==> src/rtl/scan_target_router.sv <==
// Routes scan read/write requests to the SRAM port or the control/status register port.
// It tracks one outstanding request, times out a stalled target and counts error completions.
module scan_target_router #(
  parameter int                 ADDR_W   = 15,
  parameter int                 DATA_W   = 32,
  parameter int                 SRAM_AW  = 11,
  parameter int                 NUM_SEG  = 4,
  parameter int                 TIMEOUT  = 16,
  parameter logic [DATA_W-1:0]  ERR_DATA = 32'hDEAD_BEEF,
  localparam int                SEG_W    = (NUM_SEG > 1) ? $clog2(NUM_SEG) : 1
) (
  input  logic                clk,
  input  logic                rst_n,
  input  logic                scan_ren,
  input  logic                scan_wen,
  input  logic [ADDR_W-1:0]   scan_addr,
  input  logic [DATA_W-1:0]   scan_wdata,
  output logic [DATA_W-1:0]   scan_rdata,
  output logic                scan_ready,
  output logic                scan_err,
  output logic                scan_busy,
  output logic                sram_ren,
  output logic                sram_wen,
  output logic [SRAM_AW-1:0]  sram_addr,
  output logic [DATA_W-1:0]   sram_wdata,
  input  logic [DATA_W-1:0]   sram_rdata,
  input  logic                sram_ready,
  output logic                reg_ren,
  output logic                reg_wen,
  output logic [DATA_W-1:0]   reg_wdata,
  input  logic [DATA_W-1:0]   reg_rdata,
  input  logic                reg_ready,
  output logic [SEG_W-1:0]    seg_id,
  output logic                id_sel,
  output logic [7:0]          err_count
);

  if (ADDR_W < SRAM_AW + SEG_W + 2) begin : g_bad_addr_w
    $error("scan_target_router: ADDR_W too small for SRAM_AW + SEG_W + 2");
  end
  if (TIMEOUT < 2 || TIMEOUT > 255) begin : g_bad_timeout
    $error("scan_target_router: TIMEOUT must be within 2..255");
  end

  localparam logic [7:0] WDOG_LAST = 8'(TIMEOUT - 1);

  typedef enum logic [1:0] {
    IDLE  = 2'd0,
    ISSUE = 2'd1,
    WAIT  = 2'd2,
    RESP  = 2'd3
  } state_t;

  state_t               state_reg, state_next;
  logic                 is_reg_reg;
  logic                 is_write_reg;
  logic [SRAM_AW-1:0]   word_reg;
  logic [DATA_W-1:0]    wdata_reg;
  logic [SEG_W-1:0]     seg_reg;
  logic                 id_sel_reg;
  logic [7:0]           wdog_reg;
  logic [DATA_W-1:0]    rdata_reg;
  logic                 err_reg;
  logic [7:0]           err_count_reg;

  logic                 latch_req;
  logic                 resp_load;
  logic                 resp_err;
  logic [DATA_W-1:0]    resp_data;
  logic                 sel_ready;
  logic [DATA_W-1:0]    sel_rdata;

  // Only the selected target can complete a transaction.
  assign sel_ready = is_reg_reg ? reg_ready : sram_ready;
  assign sel_rdata = is_reg_reg ? reg_rdata : sram_rdata;

  always_comb begin
    state_next = state_reg;
    latch_req  = 1'b0;
    resp_load  = 1'b0;
    resp_err   = 1'b0;
    resp_data  = '0;
    case (state_reg)
      IDLE: begin
        if (scan_ren ^ scan_wen) begin
          latch_req  = 1'b1;
          state_next = ISSUE;
        end else if (scan_ren & scan_wen) begin
          resp_load  = 1'b1;
          resp_err   = 1'b1;
          resp_data  = ERR_DATA;
          state_next = RESP;
        end
      end
      ISSUE: state_next = WAIT;
      WAIT: begin
        // A ready in the final watchdog cycle still completes cleanly.
        if (sel_ready) begin
          resp_load  = 1'b1;
          resp_data  = is_write_reg ? '0 : sel_rdata;
          state_next = RESP;
        end else if (wdog_reg == WDOG_LAST) begin
          resp_load  = 1'b1;
          resp_err   = 1'b1;
          resp_data  = ERR_DATA;
          state_next = RESP;
        end
      end
      RESP: state_next = IDLE;
      default: state_next = IDLE;
    endcase
  end

  always_ff @(posedge clk) begin
    if (!rst_n) begin
      state_reg     <= IDLE;
      is_reg_reg    <= 1'b0;
      is_write_reg  <= 1'b0;
      word_reg      <= '0;
      wdata_reg     <= '0;
      seg_reg       <= '0;
      id_sel_reg    <= 1'b0;
      wdog_reg      <= '0;
      rdata_reg     <= '0;
      err_reg       <= 1'b0;
      err_count_reg <= '0;
    end else begin
      state_reg <= state_next;
      if (latch_req) begin
        is_reg_reg   <= scan_addr[ADDR_W-1];
        is_write_reg <= scan_wen;
        word_reg     <= scan_addr[SRAM_AW-1:0];
        wdata_reg    <= scan_wdata;
        seg_reg      <= scan_addr[SRAM_AW +: SEG_W];
        id_sel_reg   <= scan_addr[ADDR_W-2];
      end
      wdog_reg <= (state_reg == WAIT) ? wdog_reg + 8'd1 : 8'd0;
      if (resp_load) begin
        rdata_reg <= resp_data;
        err_reg   <= resp_err;
      end
      if (state_reg == RESP && err_reg && err_count_reg != 8'hFF) begin
        err_count_reg <= err_count_reg + 8'd1;
      end
    end
  end

  assign scan_ready = (state_reg == RESP);
  assign scan_err   = (state_reg == RESP) & err_reg;
  assign scan_busy  = (state_reg != IDLE);
  assign scan_rdata = rdata_reg;

  assign sram_ren   = (state_reg == ISSUE) & ~is_reg_reg & ~is_write_reg;
  assign sram_wen   = (state_reg == ISSUE) & ~is_reg_reg &  is_write_reg;
  assign reg_ren    = (state_reg == ISSUE) &  is_reg_reg & ~is_write_reg;
  assign reg_wen    = (state_reg == ISSUE) &  is_reg_reg &  is_write_reg;

  assign sram_addr  = is_reg_reg ? '0 : word_reg;
  assign sram_wdata = is_reg_reg ? '0 : wdata_reg;
  assign reg_wdata  = is_reg_reg ? wdata_reg : '0;

  assign seg_id     = seg_reg;
  assign id_sel     = id_sel_reg;
  assign err_count  = err_count_reg;

endmodule

==> config.mk <==
export PLATFORM = sky130hd
export DESIGN_NAME = scan_target_router
export DESIGN_NICKNAME = d
export VERILOG_FILES = /design/src/rtl/scan_target_router.sv
export SDC_FILE = /design/constraint.sdc
export NUM_CORES = 1
export LEC_CHECK = 0
export ABC_AREA = 1
export CAP_MARGIN = 5
export CORE_UTILIZATION = 37
export CTS_CLUSTER_DIAMETER = 200
export DETAILED_ROUTE_END_ITERATION = 8
export PLACE_DENSITY = 0.77
export SYNTH_ARGS = -nofsm -noshare
export SYNTH_HDL_FRONTEND = slang
export SYNTH_SLANG_ARGS = --single-unit
==> constraint.sdc <==
create_clock -name clk -period 1.7 [get_ports clk]
set_clock_uncertainty 0.2 [all_clocks]
set_input_delay 0.34 -clock clk [delete_from_list [all_inputs] [get_ports clk]]
set_output_delay 0.34 -clock clk [all_outputs]
set_load 0.03 [all_outputs]
== After elaboration in Yosys (flattened, before gate mapping) ==
Cells that the tools add are included.

* Flip-flop bits (word level): 99
* Input bits: 117
* Output and inout bits: 125
* Logic and storage cells: 62

* $add $sub $neg: 2
* Equality and inequality tests: 7
* Multiplexer cells: 25
* Bitwise operators: 11
* Reductions and logical operators: 6

{| class="wikitable"
|+ Operators with widths
! operator !! count
|-
| two-way mux 32 bit || 8
|-
| case mux 32 bit (2 select lines) || 1
|-
| adder 8 x 1 -> 8 bit (second input constant) || 2
|-
| two-way mux 11 bit || 1
|-
| bitwise AND 1 bit || 8
|-
| equality test 8 x 4 -> 1 bit (second input constant) || 1
|-
| two-way mux 1 bit || 8
|-
| two-way mux 2 bit || 4
|-
| inequality test 8 bit (second input constant) || 1
|-
| case mux 2 bit (4 select lines) || 1
|-
| inequality test 3 bit (second input constant) || 2
|-
| equality test 2 bit (second input constant) || 2
|-
| case mux 1 bit (2 select lines) || 2
|-
| AND reduction 2 bit || 2
|-
| equality test 2 x 1 -> 1 bit (second input constant) || 1
|-
| logical AND 1 bit || 2
|-
| logical NOT 2 bit || 1
|-
| inverter 1 bit || 2
|-
| nonzero test 2 bit || 1
|-
| XOR 1 bit || 1
|}

== Depth between registers and ports, before layout ==
Gate-level depths: netlist (run 1).

* Word-level depth: 4
* Gate-level depth with buffers: 10
* Gate-level depth less buffers: 10

== Worst setup path before layout (run 1) ==
OpenSTA, ideal clock, no wires.

* Path kind: reg-to-output
* Start: reg is_reg_reg
* End: out sram_wen
* Data arrival time: 1.489 ns
* Data required time: 1.160 ns
* Path slack: -0.329 ns
* Cell stages (with the launch flop): 5
* Cells stage by stage: dfxtp_1 > buf_2 > buf_2 > buf_2 > nor3_1

* Longest elaborated chain between the ends: 3

{| class="wikitable"
|+ Ends and longest elaborated chain
! what !! RTL line !! RTL
|-
| start, declared || 55 || <nowiki>logic is_reg_reg;</nowiki>
|-
| start signal, assigned || 130 || <nowiki>is_reg_reg <= scan_addr[ADDR_W-1];</nowiki>
|-
| inverter 1 bit || 154 || <nowiki>assign sram_wen = (state_reg == ISSUE) & ~is_reg_reg & is_write_reg;</nowiki>
|-
| bitwise AND 1 bit (2 in a row) || 154 ||
|-
| end, declared || 23 || <nowiki>output logic sram_wen,</nowiki>
|}

Every way passes these cells.

== Worst setup path in the final report (run 1) ==
* Start: reg is_reg_reg
* End: out sram_wdata[22]

* Longest elaborated chain between the ends: 1

{| class="wikitable"
|+ Ends and longest elaborated chain
! what !! RTL line !! RTL
|-
| two-way mux 32 bit || 159 || <nowiki>assign sram_wdata = is_reg_reg ? '0 : wdata_reg;</nowiki>
|-
| end, declared || 25 || <nowiki>output logic [DATA_W-1:0] sram_wdata,</nowiki>
|}

Every way passes these cells.

==> report_table.html, run 1 <==
<table>
<tr><th>Metric</th><th>Value</th></tr>
<tr><th colspan="2">Synthesis</th></tr>
<tr><td>Simple-Gate Fraction of Synth Area</td><td>28.0%</td></tr>
<tr><td>Fraction of the yosys area taken by sequential cells</td><td>39.2%</td></tr>
<tr><td>Main combinational cell family by area after synthesis</td><td>simple AND/OR/NAND/NOR gates</td></tr>
<tr><td>Post-synth cell types</td><td>24</td></tr>
<tr><td>Compound-cell area share of the yosys netlist</td><td>15.4%</td></tr>
<tr><td>Post-synthesis instance total</td><td>784</td></tr>
<tr><td>XOR/XNOR share of the synthesized area</td><td>1.04%</td></tr>
<tr><td>Synthesized area divided by synthesized cell count</td><td>6.45 sq um</td></tr>
<tr><td>Fraction of synthesized area in multiplexers</td><td>0%</td></tr>
<tr><td>Synthesized-area fraction occupied by adder cells</td><td>1.98%</td></tr>
<tr><td>Synth Net Count</td><td>909</td></tr>
<tr><td>Dominant cells by area after synthesis</td><td>sky130_fd_sc_hd__dfxtp_1, sky130_fd_sc_hd__nand2_1, sky130_fd_sc_hd__inv_1</td></tr>
<tr><td>Register bit total from synthesis</td><td>99</td></tr>
<tr><td>Combined area of all synthesized cells</td><td>0.00505 sq mm</td></tr>
<tr><td>Cell taking the most area after synthesis</td><td>sky130_fd_sc_hd__dfxtp_1</td></tr>
<tr><td>Portion of synthesized cell area occupied by the leading cell type</td><td>39.2%</td></tr>
<tr><td>Yosys warnings</td><td>0</td></tr>
<tr><th colspan="2">Timing</th></tr>
<tr><td>Unrepaired setup endpoints after global routing</td><td>yes</td></tr>
<tr><td>Count of final hold-check violations</td><td>0</td></tr>
<tr><td>Max transition margin</td><td>50.9%</td></tr>
<tr><td>Worst setup slack after layout</td><td>-0.218 ns</td></tr>
<tr><td>Maximum frequency from static timing analysis</td><td>521 MHz</td></tr>
<tr><td>Final total negative setup slack</td><td>-12.17 ns</td></tr>
<tr><td>Share of the clock period used by the worst path</td><td>113%</td></tr>
<tr><td>Final critical-path required period</td><td>1.92 ns</td></tr>
<tr><td>Slew Viols, Final</td><td>0</td></tr>
<tr><td>Final setup violating endpoints</td><td>107</td></tr>
<tr><td>WHS</td><td>0.124 ns</td></tr>
<tr><td>Transition time at the pin with the least slew margin</td><td>0.736 ns</td></tr>
<tr><th colspan="2">Outcome</th></tr>
<tr><td>Status</td><td>finished, violations left</td></tr>
<tr><td>Violations in the final reports</td><td>negative setup slack</td></tr>
<tr><th colspan="2">Worst hold path</th></tr>
<tr><td>Worst min path class</td><td>primary input to flop</td></tr>
<tr><td>Worst hold path startpoint</td><td>rst_n</td></tr>
<tr><th colspan="2">Power</th></tr>
<tr><td>Combinational Power Share</td><td>58.2%</td></tr>
<tr><td>Net switching share of the total power</td><td>43.2%</td></tr>
<tr><td>Reg power frac</td><td>25.0%</td></tr>
<tr><td>Part of the power in the clock network</td><td>16.8%</td></tr>
<tr><td>Leakage power total</td><td>4.43 nW</td></tr>
<tr><td>Worst-case vdd ir drop</td><td>0.919 mV</td></tr>
<tr><td>Switching power summed over all nets</td><td>5.75 mW</td></tr>
<tr><td>Cell Int Power</td><td>7.56 mW</td></tr>
<tr><td>Power per standard cell area</td><td>1450 mW/mm^2</td></tr>
<tr><th colspan="2">Detailed routing</th></tr>
<tr><td>Detailed-route via count</td><td>5840</td></tr>
<tr><td>Avg WL per Cell</td><td>13.9 um</td></tr>
<tr><td>Iteration-0 DRC count of the detailed router</td><td>283</td></tr>
<tr><td>Total length of routed wires</td><td>17100 um</td></tr>
<tr><td>DR pass1 iterations</td><td>5</td></tr>
<tr><td>Count of antenna-violating nets left after detailed routing</td><td>0</td></tr>
<tr><td>Vias/cell</td><td>4.74</td></tr>
<tr><td>Post-detailed-route DRC marker count</td><td>0</td></tr>
<tr><th colspan="2">Setup path</th></tr>
<tr><td>Terminus of the critical flop-to-flop path</td><td>scan_rdata[11]$_SDFFE_PN0P_</td></tr>
<tr><td>Crit path required time</td><td>1.16 ns</td></tr>
<tr><td>Startpoint kind of the worst setup timing path</td><td>flop</td></tr>
<tr><td>Reg-to-reg startpoint</td><td>is_reg_reg$_SDFFE_PN0P_</td></tr>
<tr><td>Start point of the critical path</td><td>is_reg_reg$_SDFFE_PN0P_</td></tr>
<tr><td>Register-to-Register Path Depth</td><td>8</td></tr>
<tr><td>Crit. End Element</td><td>primary output</td></tr>
<tr><td>Ordered list of cells on the worst path</td><td>clkbuf_16 -&gt; clkbuf_16 -&gt; nor2_4 -&gt; buf_6</td></tr>
<tr><td>CP Max Fanout</td><td>7</td></tr>
<tr><td>Crit-path most repeated cell</td><td>sky130_fd_sc_hd__clkbuf_16</td></tr>
<tr><td>Largest stage delay on the critical path</td><td>0.41 ns</td></tr>
<tr><td>CP Data Arrival Time</td><td>1.38 ns</td></tr>
<tr><td>Slowest cell on crit path</td><td>sky130_fd_sc_hd__dfxtp_4</td></tr>
<tr><td>Setup Crit Path Kind</td><td>flop to primary output</td></tr>
<tr><td>Critical Path End</td><td>sram_wdata[22]</td></tr>
<tr><td>Register-to-register setup slack</td><td>-0.14 ns</td></tr>
<tr><th colspan="2">Job</th></tr>
<tr><td>Max Cap Violations</td><td>0</td></tr>
<tr><th colspan="2">Die</th></tr>
<tr><td>Core Region</td><td>0.0133 sq mm</td></tr>
<tr><td>Area of the die</td><td>0.0141 sq mm</td></tr>
<tr><td>Vertical die dimension</td><td>119 um</td></tr>
<tr><td>Starting utilization of the core area</td><td>38.0%</td></tr>
<tr><td>Horizontal extent of the die</td><td>119 um</td></tr>
<tr><td>Boundary Pins</td><td>242</td></tr>
<tr><td>Placement row count</td><td>42</td></tr>
<tr><th colspan="2">Clock tree</th></tr>
<tr><td>Clock edge transition at the registers on the reported setup and hold paths</td><td>0.07 ns</td></tr>
<tr><td>Root Buffer Master</td><td>sky130_fd_sc_hd__clkbuf_16</td></tr>
<tr><td>Number of sinks driven by the clock tree</td><td>99</td></tr>
<tr><td>Worst skew pair latency</td><td>0.36 ns</td></tr>
<tr><td>Clock tree from TritonCTS</td><td>done</td></tr>
<tr><td>Num CTS Buffers</td><td>9</td></tr>
<tr><td>Post-cts hold buffer count</td><td>0</td></tr>
<tr><td>Clock Tree Buf Depth</td><td>2</td></tr>
<tr><td>Number of H-tree levels</td><td>3</td></tr>
<tr><th colspan="2">Global route</th></tr>
<tr><td>Global Route Usage Sum</td><td>22.3%</td></tr>
<tr><td>Antenna violations before repair</td><td>0</td></tr>
<tr><td>Remaining Overflow, GRT</td><td>0</td></tr>
<tr><td>Wire length of the first global-routing pass</td><td>25200 um</td></tr>
<tr><td>Number of global-route vias before repair</td><td>5250</td></tr>
<tr><td>Largest net degree at the start of global routing</td><td>48</td></tr>
<tr><th colspan="2">Place</th></tr>
<tr><td>Placement Setup Slack</td><td>-0.433 ns</td></tr>
<tr><td>Buffers on Ports</td><td>241</td></tr>
<tr><td>Final RePlAce weighted congestion</td><td>0.799</td></tr>
<tr><td>Detail Placement HPWL</td><td>11100 um</td></tr>
<tr><th colspan="2">Layout</th></tr>
<tr><td>Area occupied by multi-input gates</td><td>0.00288 sq mm</td></tr>
<tr><td>Net count, final</td><td>1177</td></tr>
<tr><td>Sequential cell area in the final layout</td><td>0.00199 sq mm</td></tr>
<tr><td>Layout overhead on the synthesized area</td><td>82.0%</td></tr>
<tr><td>Fraction of layout instances using a drive strength above 1</td><td>28.0%</td></tr>
<tr><td>Total of fill cells in the finished design</td><td>1089</td></tr>
<tr><td># diodes</td><td>0</td></tr>
</table>
-- worst max-delay path, delay by kind of cell (launching register included) --
family	cells	cell delay, ns
buffers and inverters	3	0.50
flip-flops	1	0.41
AND/OR/NAND/NOR	1	0.11
-- metrics by stage --
step	cells	area, sq um	utilization [%]	total power [mW]
2_1_floorplan	784	5360	-	7.31
3_3_place_gp	1193	8000	60.1	9.70
3_5_place_dp	1193	8000	60.1	9.77
4_1_cts	1220	8760	65.9	12.6
5_1_grt	1233	9200	69.2	14.1
6_report	1233	9200	69.2	13.3
-- layout make-up --
cell class	count	share of cell area, %
clock buffer	12	2.91
tap	176	2.39
clock inverter	4	0.571
inverter	132	5.52
timing repair buffer	302	35.6
sequential	99	21.7
multi-input combinational	508	31.3
-- synthesized netlist by cell type --
cell and n:
sky130_fd_sc_hd__nand2_1 160, sky130_fd_sc_hd__inv_1 128, sky130_fd_sc_hd__nor2_1 105, sky130_fd_sc_hd__dfxtp_1 99
sky130_fd_sc_hd__a21oi_1 89, sky130_fd_sc_hd__o21ai_0 63, sky130_fd_sc_hd__nand3_1 38, sky130_fd_sc_hd__buf_2 21
sky130_fd_sc_hd__clkbuf_1 21, sky130_fd_sc_hd__nand4_1 16, sky130_fd_sc_hd__or2_2 9, sky130_fd_sc_hd__ha_1 8
sky130_fd_sc_hd__nor3_1 6, sky130_fd_sc_hd__xor2_1 4, sky130_fd_sc_hd__buf_6 3, sky130_fd_sc_hd__inv_2 3
sky130_fd_sc_hd__nand2_2 2, sky130_fd_sc_hd__nand3_2 2, sky130_fd_sc_hd__xnor2_1 2, sky130_fd_sc_hd__buf_1 1
sky130_fd_sc_hd__buf_4 1, sky130_fd_sc_hd__inv_4 1, sky130_fd_sc_hd__nand2_4 1, sky130_fd_sc_hd__o21ai_4 1
-- power by group through the flow --
stage	Clock, mW	Combinational [mW]	Sequential (mW)
floorplan	0	3.63	3.68
global placement	0	6.42	3.28
detailed placement	0	6.47	3.30
CTS	2.25	7.08	3.27
global route	2.35	8.32	3.40
finish	2.23	7.75	3.33
-- cell usage in the layout, fill, tap and decap left out, types with 5 or more instances in the layout --
master	count
sky130_fd_sc_hd__or2_2	9
sky130_fd_sc_hd__nand2_2	8
sky130_fd_sc_hd__nand2_1	145
sky130_fd_sc_hd__a21oi_1	89
sky130_fd_sc_hd__clkbuf_16	16
sky130_fd_sc_hd__nand2_4	9
sky130_fd_sc_hd__nand4_1	16
sky130_fd_sc_hd__dfxtp_1	93
sky130_fd_sc_hd__nor2_4	40
sky130_fd_sc_hd__buf_6	77
sky130_fd_sc_hd__clkdlybuf4s50_1	113
sky130_fd_sc_hd__inv_1	90
sky130_fd_sc_hd__buf_12	16
sky130_fd_sc_hd__o21ai_1	10
sky130_fd_sc_hd__inv_4	5
sky130_fd_sc_hd__o21ai_0	49
sky130_fd_sc_hd__inv_2	37
sky130_fd_sc_hd__nand3_1	38
sky130_fd_sc_hd__buf_4	39
sky130_fd_sc_hd__nor2_1	65
sky130_fd_sc_hd__dlygate4sd2_1	37
-- kinds of logic after synthesis --
group,count (synthesis)
flip-flops,99
AO/OA/AOI/OAI,153
XOR/XNOR,6
AND/OR/NAND/NOR,339
buffers and inverters,179
adder cells (fa/ha/maj),8
-- worst min-delay path by stage --
stage               cells after the start                         to  slack, ns
floorplan                               1     wdog_reg[0]$_SDFF_PN0_       0.22
global placement                        1     wdog_reg[0]$_SDFF_PN0_       0.23
detailed placement                      1     wdog_reg[0]$_SDFF_PN0_       0.24
CTS                                     3  err_count[0]$_SDFFE_PN0P_       0.12
global route                            3  err_count[0]$_SDFFE_PN0P_       0.14
finish                                  3  err_count[0]$_SDFFE_PN0P_       0.12
-- routing by layer --
layer | GRT usage (%) | routed length, um
met1 | 26.5 | 7120
met3 | 6.85 | 1390
met4 | 8.15 | 354
met2 | 37.5 | 8280
met5 | 0 | 0
-- timing repair --
action | 4_1_cts | 5_1_grt
gates cloned | 3 | 7
setup endpoints to repair | 199 | 174
pin swaps | 11 | 7
setup buffers | 8 | 6
endpoints found under the hold margin | 0 | 0
gates resized for setup | 151 | 79
(Power assumes the default switching activity.)
==> run 2: changes to the inputs <==
--- a/config.mk
+++ b/config.mk
@@ -9,7 +9,9 @@
 export CAP_MARGIN = 5
 export CORE_UTILIZATION = 37
 export CTS_CLUSTER_DIAMETER = 200
+export CTS_CLUSTER_SIZE = 25
 export DETAILED_ROUTE_END_ITERATION = 8
+export GPL_TIMING_DRIVEN = 0
 export PLACE_DENSITY = 0.77
 export SYNTH_ARGS = -nofsm -noshare
 export SYNTH_HDL_FRONTEND = slang
==> report_table.html, run 2 (synthesized netlist as in run 1, its figures left out) <==
<table>
<tr><th>Metric</th><th>Value</th></tr>
<tr><th colspan="2">Setup path</th></tr>
<tr><td>Crit. End Element</td><td>primary output (unchanged)</td></tr>
<tr><td>Startpoint kind of the worst setup timing path</td><td>flop (unchanged)</td></tr>
<tr><td>Register-to-Register Path Depth</td><td>11 (was 8)</td></tr>
<tr><td>CP Data Arrival Time</td><td>1.53 ns (was 1.38 ns)</td></tr>
<tr><td>Slowest cell on crit path</td><td>sky130_fd_sc_hd__dfxtp_4 (unchanged)</td></tr>
<tr><td>Reg-to-reg startpoint</td><td>is_reg_reg$_SDFFE_PN0P_ (unchanged)</td></tr>
<tr><td>Ordered list of cells on the worst path</td><td>buf_6 -&gt; buf_12 -&gt; buf_16 -&gt; buf_12 -&gt; nor2_4 -&gt; buf_6 (was clkbuf_16 -&gt; clkbuf_16 -&gt; nor2_4 -&gt; buf_6)</td></tr>
<tr><td>Register-to-register setup slack</td><td>-0.03 ns (was -0.14 ns)</td></tr>
<tr><td>Largest stage delay on the critical path</td><td>0.36 ns (was 0.41 ns)</td></tr>
<tr><td>Crit path required time</td><td>1.16 ns (about the same)</td></tr>
<tr><td>CP Max Fanout</td><td>6 (was 7)</td></tr>
<tr><td>Terminus of the critical flop-to-flop path</td><td>scan_rdata[7]$_SDFFE_PN0P_ (was scan_rdata[11]$_SDFFE_PN0P_)</td></tr>
<tr><td>Setup Crit Path Kind</td><td>flop to primary output (unchanged)</td></tr>
<tr><th colspan="2">Detailed routing</th></tr>
<tr><td>Post-detailed-route DRC marker count</td><td>0 (unchanged)</td></tr>
<tr><td>Vias/cell</td><td>4.90 (was 4.74)</td></tr>
<tr><td>DR pass1 iterations</td><td>5 (unchanged)</td></tr>
<tr><td>Wire length on met2</td><td>10300 um (was 8280 um)</td></tr>
<tr><td>Total length of routed wires</td><td>20100 um (was 17100 um)</td></tr>
<tr><td>Iteration-0 DRC count of the detailed router</td><td>402 (was 283)</td></tr>
<tr><td>Count of antenna-violating nets left after detailed routing</td><td>0 (unchanged)</td></tr>
<tr><td>Routed wl met3</td><td>1560 um (was 1390 um)</td></tr>
<tr><td>Uppermost metal layer occupied by signal nets</td><td>met4 (unchanged)</td></tr>
<tr><td>Avg WL per Cell</td><td>15.9 um (was 13.9 um)</td></tr>
<tr><td>Detailed-route via count</td><td>6194 (was 5840)</td></tr>
<tr><td>Wire length the detailed router placed on met1</td><td>7890 um (was 7120 um)</td></tr>
<tr><th colspan="2">Timing</th></tr>
<tr><td>Final setup violating endpoints</td><td>92 (was 107)</td></tr>
<tr><td>Maximum frequency from static timing analysis</td><td>482 MHz (was 521 MHz)</td></tr>
<tr><td>Max transition margin</td><td>63.2% (was 50.9%)</td></tr>
<tr><td>Final critical-path required period</td><td>2.07 ns (was 1.92 ns)</td></tr>
<tr><td>Slew Viols, Final</td><td>0 (unchanged)</td></tr>
<tr><td>Count of final hold-check violations</td><td>0 (unchanged)</td></tr>
<tr><td>Transition time at the pin with the least slew margin</td><td>0.552 ns (was 0.736 ns)</td></tr>
<tr><td>Unrepaired setup endpoints after global routing</td><td>yes (unchanged)</td></tr>
<tr><td>Worst setup slack after layout</td><td>-0.373 ns (was -0.218 ns)</td></tr>
<tr><td>Share of the clock period used by the worst path</td><td>122% (was 113%)</td></tr>
<tr><th colspan="2">Die</th></tr>
<tr><td>Core Region</td><td>0.0133 sq mm (unchanged)</td></tr>
<tr><td>Horizontal extent of the die</td><td>119 um (unchanged)</td></tr>
<tr><td>Vertical die dimension</td><td>119 um (unchanged)</td></tr>
<tr><td>Area of the die</td><td>0.0141 sq mm (unchanged)</td></tr>
<tr><td>Placement row count</td><td>42 (unchanged)</td></tr>
<tr><td>Boundary Pins</td><td>242 (unchanged)</td></tr>
<tr><td>Starting utilization of the core area</td><td>38.0% (unchanged)</td></tr>
<tr><th colspan="2">Layout</th></tr>
<tr><td>Net count, final</td><td>1207 (was 1177)</td></tr>
<tr><td>Commonest non-fill, non-tap cell in the layout</td><td>sky130_fd_sc_hd__nand2_1 (unchanged)</td></tr>
<tr><td>Layout overhead on the synthesized area</td><td>94.8% (was 82.0%)</td></tr>
<tr><td>Most frequent cells in the layout</td><td>sky130_fd_sc_hd__nand2_1, sky130_fd_sc_hd__clkdlybuf4s50_1, sky130_fd_sc_hd__buf_6, sky130_fd_sc_hd__dfxtp_1, sky130_fd_sc_hd__inv_1 (was sky130_fd_sc_hd__nand2_1, sky130_fd_sc_hd__clkdlybuf4s50_1, sky130_fd_sc_hd__dfxtp_1, sky130_fd_sc_hd__inv_1, sky130_fd_sc_hd__a21oi_1)</td></tr>
<tr><td>Fraction of layout instances using a drive strength above 1</td><td>33.3% (was 28.0%)</td></tr>
<tr><td>Total of fill cells in the finished design</td><td>976 (was 1089)</td></tr>
<tr><th colspan="2">Power</th></tr>
<tr><td>Power per standard cell area</td><td>1450 mW/mm^2 (about the same)</td></tr>
<tr><td>Leakage power total</td><td>4.83 nW (was 4.43 nW)</td></tr>
<tr><td>Worst-case vdd ir drop</td><td>1.00 mV (was 0.919 mV)</td></tr>
<tr><td>Total power</td><td>14.3 mW (was 13.3 mW)</td></tr>
<tr><th colspan="2">Place</th></tr>
<tr><td>Placement Setup Slack</td><td>-1.15 ns (was -0.433 ns)</td></tr>
<tr><td>Buffers on Ports</td><td>241 (unchanged)</td></tr>
<tr><td>Final RePlAce weighted congestion</td><td>0.818 (was 0.799)</td></tr>
<tr><td>Detail Placement HPWL</td><td>12800 um (was 11100 um)</td></tr>
<tr><th colspan="2">Global route</th></tr>
<tr><td>Antenna violations before repair</td><td>1 (was 0)</td></tr>
<tr><td>Global Route Usage Sum</td><td>26.3% (was 22.3%)</td></tr>
<tr><td>Wire length of the first global-routing pass</td><td>29300 um (was 25200 um)</td></tr>
<tr><td>Remaining Overflow, GRT</td><td>0 (unchanged)</td></tr>
<tr><td>Largest net degree at the start of global routing</td><td>17 (was 48)</td></tr>
<tr><td>Number of global-route vias before repair</td><td>5885 (was 5250)</td></tr>
<tr><th colspan="2">Clock tree</th></tr>
<tr><td>Root Buffer Master</td><td>sky130_fd_sc_hd__clkbuf_16 (unchanged)</td></tr>
<tr><td>Number of sinks driven by the clock tree</td><td>99 (unchanged)</td></tr>
<tr><td>Clock Tree Buf Depth</td><td>2 (unchanged)</td></tr>
<tr><td>Clock tree from TritonCTS</td><td>done (unchanged)</td></tr>
<tr><td>Number of H-tree levels</td><td>3 (unchanged)</td></tr>
<tr><td>Worst skew pair latency</td><td>0.36 ns (about the same)</td></tr>
<tr><td>Num CTS Buffers</td><td>9 (unchanged)</td></tr>
<tr><td>Post-cts hold buffer count</td><td>0 (unchanged)</td></tr>
<tr><td>Clock edge transition at the registers on the reported setup and hold paths</td><td>0.07 ns (about the same)</td></tr>
<tr><th colspan="2">Outcome</th></tr>
<tr><td>Violations in the final reports</td><td>negative setup slack (unchanged)</td></tr>
<tr><td>Status</td><td>finished, violations left (unchanged)</td></tr>
<tr><th colspan="2">Worst hold path</th></tr>
<tr><td>Worst min path class</td><td>flop to flop (was primary input to flop)</td></tr>
<tr><td>Hold Crit Endpoint</td><td>scan_rdata[14]$_SDFFE_PN0P_ (was err_count[0]$_SDFFE_PN0P_)</td></tr>
<tr><td>Hold Path Depth</td><td>2 (was 3)</td></tr>
<tr><td>Worst hold path startpoint</td><td>scan_rdata[14]$_SDFFE_PN0P_ (was rst_n)</td></tr>
<tr><th colspan="2">Job</th></tr>
<tr><td>Max Cap Violations</td><td>0 (unchanged)</td></tr>
</table>
## run 2: changes by cell type in the layout (fill, tap and decap cells not counted), sizes merged
cell           delta
nand2             -1
clkbuf           +14
inv               -3
dlymetal6s2s      -1
clkinv            +4
clkdlybuf4s15     +3
clkinvlp          +1
buf              +13
diode             +1
## run 2: repair_timing
item,CTS,global route
setup buffers,19,14
cloned,8,6
setup endpoints to repair,212,157
gates resized for setup,812,114
pin swaps,33,28
## run 2: final cells by class
class | instances | area (sq um) | share of cell area [%]
inverters | 132 | 524 | 5.32
multi-input cells | 507 | 3150 | 32.0
well taps | 176 | 220 | 2.24
flip-flops and latches | 99 | 2000 | 20.3
repair buffers | 286 | 3060 | 31.0
diodes | 1 | 2.50 | 0.0254
clock buffers | 10 | 229 | 2.33
clock inverters | 6 | 66.3 | 0.674
plain buffers | 47 | 593 | 6.02
## run 2: worst max path at each step
stage / startpoint / to / slack (ns) / cells after the start
finish: is_reg_reg$_SDFFE_PN0P_ / sram_wdata[22] / -0.37 / 6
global route: is_reg_reg$_SDFFE_PN0P_ / sram_wdata[27] / -0.41 / 6
CTS: is_reg_reg$_SDFFE_PN0P_ / sram_wdata[21] / -0.39 / 6
detailed placement: is_reg_reg$_SDFFE_PN0P_ / reg_wdata[14] / -1.15 / 7
global placement: is_reg_reg$_SDFFE_PN0P_ / reg_wdata[14] / -1.16 / 7
floorplan: is_reg_reg$_SDFFE_PN0P_ / sram_addr[1] / -0.20 / 5
## run 2: routing by layer
layer / up-vias / GRT usage [%]
met5: - / 0
met4: 0 / 7.83
met3: 22 / 8.05
met2: 238 / 48.1
met1: 2885 / 29.1
li1: 3049 / -
## run 2: critical path, delay by kind of cell (launching register included)
| kind | cells | cell delay (ns) |
|---|---|---|
| buf+inv | 5 | 0.70 |
| flops | 1 | 0.36 |
| simple gates | 1 | 0.10 |
## run 2: power by group
| part | total [mW] | leakage, nW | internal (mW) | switching, mW |
|---|---|---|---|---|
| clock | 2.09 | 0.146 | 1.14 | 0.949 |
| combinational | 8.84 | 3.86 | 3.90 | 4.93 |
| sequential | 3.39 | 0.817 | 2.95 | 0.446 |
## run 2: metrics by stage
stage / instance area (sq um) / std cells / setup TNS, ns / hold slack, ns / utilization (%)
finish: 9850 / 1264 / -26.94 / 0.277 / 74.1
global route: 9850 / 1264 / -32.69 / 0.303 / 74.1
CTS: 9310 / 1244 / -26.32 / 0.263 / 70.0
detailed placement: 7990 / 1201 / -132.02 / 0.246 / 60.1
global placement: 7990 / 1201 / -131.06 / 0.231 / 60.1
floorplan: 5360 / 784 / -3.59 / 0.218 / -
